<file path="config.mk">
export PLATFORM = sky130hd
export DESIGN_NAME = prbs_sat_cnt
export DESIGN_NICKNAME = d
export VERILOG_FILES = /design/src/rtl/prbs_sat_cnt.sv
export SDC_FILE = /design/constraint.sdc
export NUM_CORES = 1
export LEC_CHECK = 0
export CAP_MARGIN = 40
export CORE_MARGIN = 2
export CORE_UTILIZATION = 52
export DETAILED_ROUTE_END_ITERATION = 8
export PLACE_DENSITY = 0.78
export SKIP_CTS_REPAIR_TIMING = 1
export SYNTH_ARGS = -nofsm -noshare
export SYNTH_HDL_FRONTEND = slang
export SYNTH_SLANG_ARGS = --single-unit
</file>
<file path="constraint.sdc">
create_clock -name clk -period 3.7 [get_ports clk]
set_input_delay 0.37 -clock clk [delete_from_list [all_inputs] [get_ports clk]]
set_output_delay 0.37 -clock clk [all_outputs]
set_load 0.05 [all_outputs]
</file>
<file path="src/rtl/prbs_sat_cnt.sv">
// Saturating up-counter with synchronous clear; clear takes priority over an increment.
module prbs_sat_cnt #(
    parameter int WIDTH     = 16,
    parameter int INC_WIDTH = 1
) (
    input  logic                 clk,
    input  logic                 rst_n,
    input  logic                 clr,
    input  logic                 en,
    input  logic [INC_WIDTH-1:0] inc,
    output logic [WIDTH-1:0]     cnt
);

    localparam int SW = WIDTH + INC_WIDTH;

    logic [SW-1:0]    sum;
    logic [WIDTH-1:0] sat;

    // The sum is wide enough that it can never wrap, so one compare decides the clamp.
    assign sum = SW'(cnt) + SW'(inc);
    assign sat = (sum > SW'({WIDTH{1'b1}})) ? {WIDTH{1'b1}} : sum[WIDTH-1:0];

    // Count register: clear beats a simultaneous increment.
    always_ff @(posedge clk or negedge rst_n) begin
        if (!rst_n) begin
            cnt <= '0;
        end else if (clr) begin
            cnt <= '0;
        end else if (en) begin
            cnt <= sat;
        end
    end

endmodule

</file>
# Yosys cells after proc, flatten, opt, wreduce, memory -nomap -nowiden
# Cells that the tools add are included.
[word_totals]
register_bits = 16
latch_bits = 0
ramBits = 0
mem_bits_ro = 0
input_bits = 5
out_inout_bits = 16
word_cells = 7
mem_count = 0
[op_classes]
add_sub_neg = 1
n_mul = 0
div = 0
magnitude_cmp = 1
eq_ne = 0
shifts = 0
muxes = 3
n_bitwise = 0
n_reduce_logical = 1
[ops]
columns = ["operator", "n"]
rows = [
  ["$mux 16", 3],
  ["$add 16x1->17", 1],
  ["$gt 17x16->1 const B", 1],
  ["$reduce_bool 2->1", 1],
]

# Depth between registers and ports, before layout
[logic_depth]
depth_word = 5
mapped_depth = 6
ltp_nobuf = 5

# Least setup slack after synthesis
# OpenSTA, ideal clock, no wires.
[synth_timing]
path_type = "reg2reg"
startpoint = "reg cnt[7]"
endpoint = "reg cnt[6]"
setup_time_ns = 0.088
arrival_ns = 1.729
required_time_ns = 3.612
setup_slack_ns = 1.883
stages_incl_launch_ff = 7
period_less_slack_ns = 1.817
path_cell_list = "dfrtp_1 -> and4_1 -> buf_4 -> nor4b_4 -> nand2_2 -> buf_6 -> a211oi_2"
[synth_between]
elab_chain_cells = 5
[synth_rtl]
columns = ["element", "line", "source"]
rows = [
  ["from (decl)", "11", "output logic [WIDTH-1:0] cnt"],
  ["from (signal assigned)", "30", "cnt <= sat;"],
  ["$add 16x1->17", "20", "assign sum = SW'(cnt) + SW'(inc);"],
  ["$gt 17x16->1", "21", "assign sat = (sum > SW'({WIDTH{1'b1}})) ? {WIDTH{1'b1}} : sum[WIDTH-1:0];"],
  ["$mux 16", "21", ""],
  ["$mux 16", "29", "end else if (en) begin"],
  ["$mux 16", "27", "end else if (clr) begin"],
]
# Every way passes these cells. The select of a mux whose other input is x is not followed.
# A chain may end at the register's enable or synchronous reset.

# Final worst setup path
[layout_timing]
startpoint = "reg cnt[2]"
endpoint = "out cnt[2]"
# No word-level cell between the ends.

==> flow_summary.json <==
{
  "status": "finished clean",
  "worst_ep_arrival_time_ns": 1.62,
  "max-slew-margin-rel": 0.502,
  "ys_seq_area_frac": 0.420,
  "synthArstFlopShare": 1.00,
  "synth_ff_type": "dfrtp_1",
  "ios": 21,
  "crit_family": "buffers and inverters",
  "grt_max_degree": 17,
  "yosysWarningCount": 0,
  "cap_violations": 0,
  "area_growth_pct": 24.8,
  "setup_viol": 0,
  "clkSlewWorstSetupHoldPaths_ns": 0.10,
  "gp_congestion": 0.769,
  "vias": 825,
  "p_per_area_nw_per_um2": 274,
  "largest_reg_flops": 16,
  "initial_core_util": 0.551,
  "cp_max_fo": 8,
  "cp.depth": 1,
  "worst_pin_slew_ns": 0.745,
  "r2r_setup_slack_ns": 1.86,
  "holdCritPathClass": "input port to async pin",
  "critPathLaunchType": "flop",
  "fin_util": 0.688,
  "h-tree-depth": 1,
  "drc": 0,
  "numCtsBuffers": 3,
  "dp_slack_ns": 1.51,
  "grt_antenna_before_repair": 0,
  "synth_nets": 100,
  "drive_above_1_share": 0.143,
  "antenna_violating_nets_post_route": 0,
  "regMostFlops": "cnt",
  "synth_top_area_frac": 0.420,
  "top_regs": "cnt (16)",
  "dieArea_um2": 2190,
  "rows": 15,
  "rsz0062_at_grt": "no",
  "routedWlPerCell_um": 15.0,
  "crit_buf_inv": 1,
  "synth.cell_area_um2": 952,
  "grt_pass1_vias": 700,
  "grt_pass1_wl_um": 3420,
  "synth-seq-cells": 16,
  "dr.pass1.iters": 4,
  "critical_path.endpoint": "cnt[2]",
  "synthCells": 93,
  "hold_viol_final": 0,
  "cts_tree": "yes",
  "dp_hpwl_um": 1370,
  "fin_setup_tns_ns": 0,
  "routed_via_density": 6.02,
  "timing.rr.end": "cnt[4]",
  "leakage_nw": 0.484,
  "syn_area_per_cell_um2": 10.2,
  "worstReg2RegStart": "cnt[7]",
  "setup_ws_ns": 1.71,
  "synth_edf_count": 0,
  "routed_wl_um": 2050,
  "grtUsageTotal": 0.218,
  "root_buffer": "clkbuf_4",
  "path_cells": "clkdlybuf4s50_1",
  "synth_area_leaders": "dfrtp_1 42%, a211oi_2 9.2%, a31oi_1 5.9%",
  "cp-startpoint": "cnt[2]",
  "finClkSkew_ns": 0.00468,
  "drt_iter0_drc": 23,
  "io_buffers": 20,
  "slowest_stage": "clkdlybuf4s50_1",
  "synthDistinctLibCells": 33,
  "n_antenna_cell": 0,
  "slew_violations": 0,
  "yosysTopAreaCell": "dfrtp_1",
  "clock_sinks": 16,
  "clockBufferDepth": 2,
  "die_h_um": 46.8,
  "critPathKind": "flop to output pin",
  "die_w_um": 46.8,
  "nets": 120,
  "finalCriticalPeriod_ns": 1.99,
  "ir_worst_vdd_v": 0.000256,
  "endpoint_kind": "output pin",
  "min_period_over_period": 0.539,
  "core_um2": 1730,
  "required_ns": 3.33,
  "worstSkewPairLatency_ns": 0.29,
  "critPathMaxStageDelay_ns": 0.86,
  "grt-ovfl-total": 0,
  "worst-r2r-cell-count": 4,
  "fmax_ghz": 0.502
}
worst min-delay path by stage:
stage                   end   start
detailed placement   cnt[9]  cnt[9]
floorplan            cnt[0]   rst_n
global route         cnt[9]  cnt[9]
global placement     cnt[9]  cnt[9]
CTS                 cnt[10]   rst_n
finish              cnt[13]   rst_n
power by group:
part / leakage, nW / switching [mW] / internal (mW)
clock: 0.0210 / 0.0603 / 0.0600
combinational: 0.241 / 0.0189 / 0.00929
sequential: 0.222 / 0.00161 / 0.176
total: 0.484 / 0.0809 / 0.245
through the flow:
step,power (mW),hold WS (ns),area [um^2],std cells
floorplan,0.195,0.0744,952,93
global placement,0.209,0.503,1150,133
detailed placement,0.209,0.519,1150,133
CTS,0.327,0.519,1190,137
global route,0.336,0.571,1190,137
finish,0.326,0.505,1190,137
synth_stat cells, types with 2 or more instances:
| cell type | instances |
|---|---|
| nand2_1 | 5 |
| a31oi_1 | 9 |
| clkbuf_1 | 2 |
| nand4_1 | 2 |
| nor2b_1 | 2 |
| and4_1 | 5 |
| a21oi_1 | 5 |
| and3_1 | 6 |
| o21bai_1 | 2 |
| nor3_1 | 3 |
| nor2_1 | 4 |
| a41oi_1 | 2 |
| a211oi_1 | 2 |
| nand3_1 | 3 |
| dfrtp_1 | 16 |
| a211oi_2 | 7 |
| ha_1 | 2 |
layout make-up:
cell class | count | area [um^2]
clock buffer | 4 | 36.3
fill | 143 | 538
inverter | 1 | 3.75
multi-input combinational | 71 | 517
sequential | 16 | 400
tap | 25 | 31.3
timing repair buffer | 20 | 200
placed cells by master, fill, tap and decap left out, types with 2 or more instances in the layout:
| master | count |
|---|---|
| dfrtp_1 | 16 |
| a21oi_1 | 5 |
| a31oi_1 | 9 |
| nor3_1 | 3 |
| and4_1 | 5 |
| a211oi_2 | 7 |
| nor2_1 | 4 |
| nor2b_1 | 2 |
| clkbuf_4 | 3 |
| and3_1 | 6 |
| clkdlybuf4s50_1 | 20 |
| o21bai_1 | 2 |
| a211oi_1 | 2 |
| ha_1 | 2 |
| nand3_1 | 3 |
| nand2_1 | 5 |
| nand4_1 | 2 |
| a41oi_1 | 2 |
cells by family (layout without fill, tap and decap cells):
logic type / Yosys count / count (layout) / share of synthesized area
AO/OA/AOI/OAI: 31 / 31 / 0.259
buffers and inverters: 6 / 25 / 0.0368
AND/OR/NAND/NOR: 37 / 37 / 0.247
multiplexers: 1 / 1 / 0.0105
adder cells (fa/ha/maj): 2 / 2 / 0.0263
flip-flops: 16 / 16 / 0.420
per-layer routing:
metal | share of wire | wire, um | track usage | vias to the layer above
li1 | - | - | - | 405
met1 | 0.49 | 1010 | 0.347 | 391
met2 | 0.45 | 933 | 0.299 | 27
met3 | 0.047 | 97 | 0.0385 | 2
met4 | 0.0068 | 14 | 0.0667 | 0
met5 | 0 | 0 | 0 | -
(Power assumes the default switching activity.)
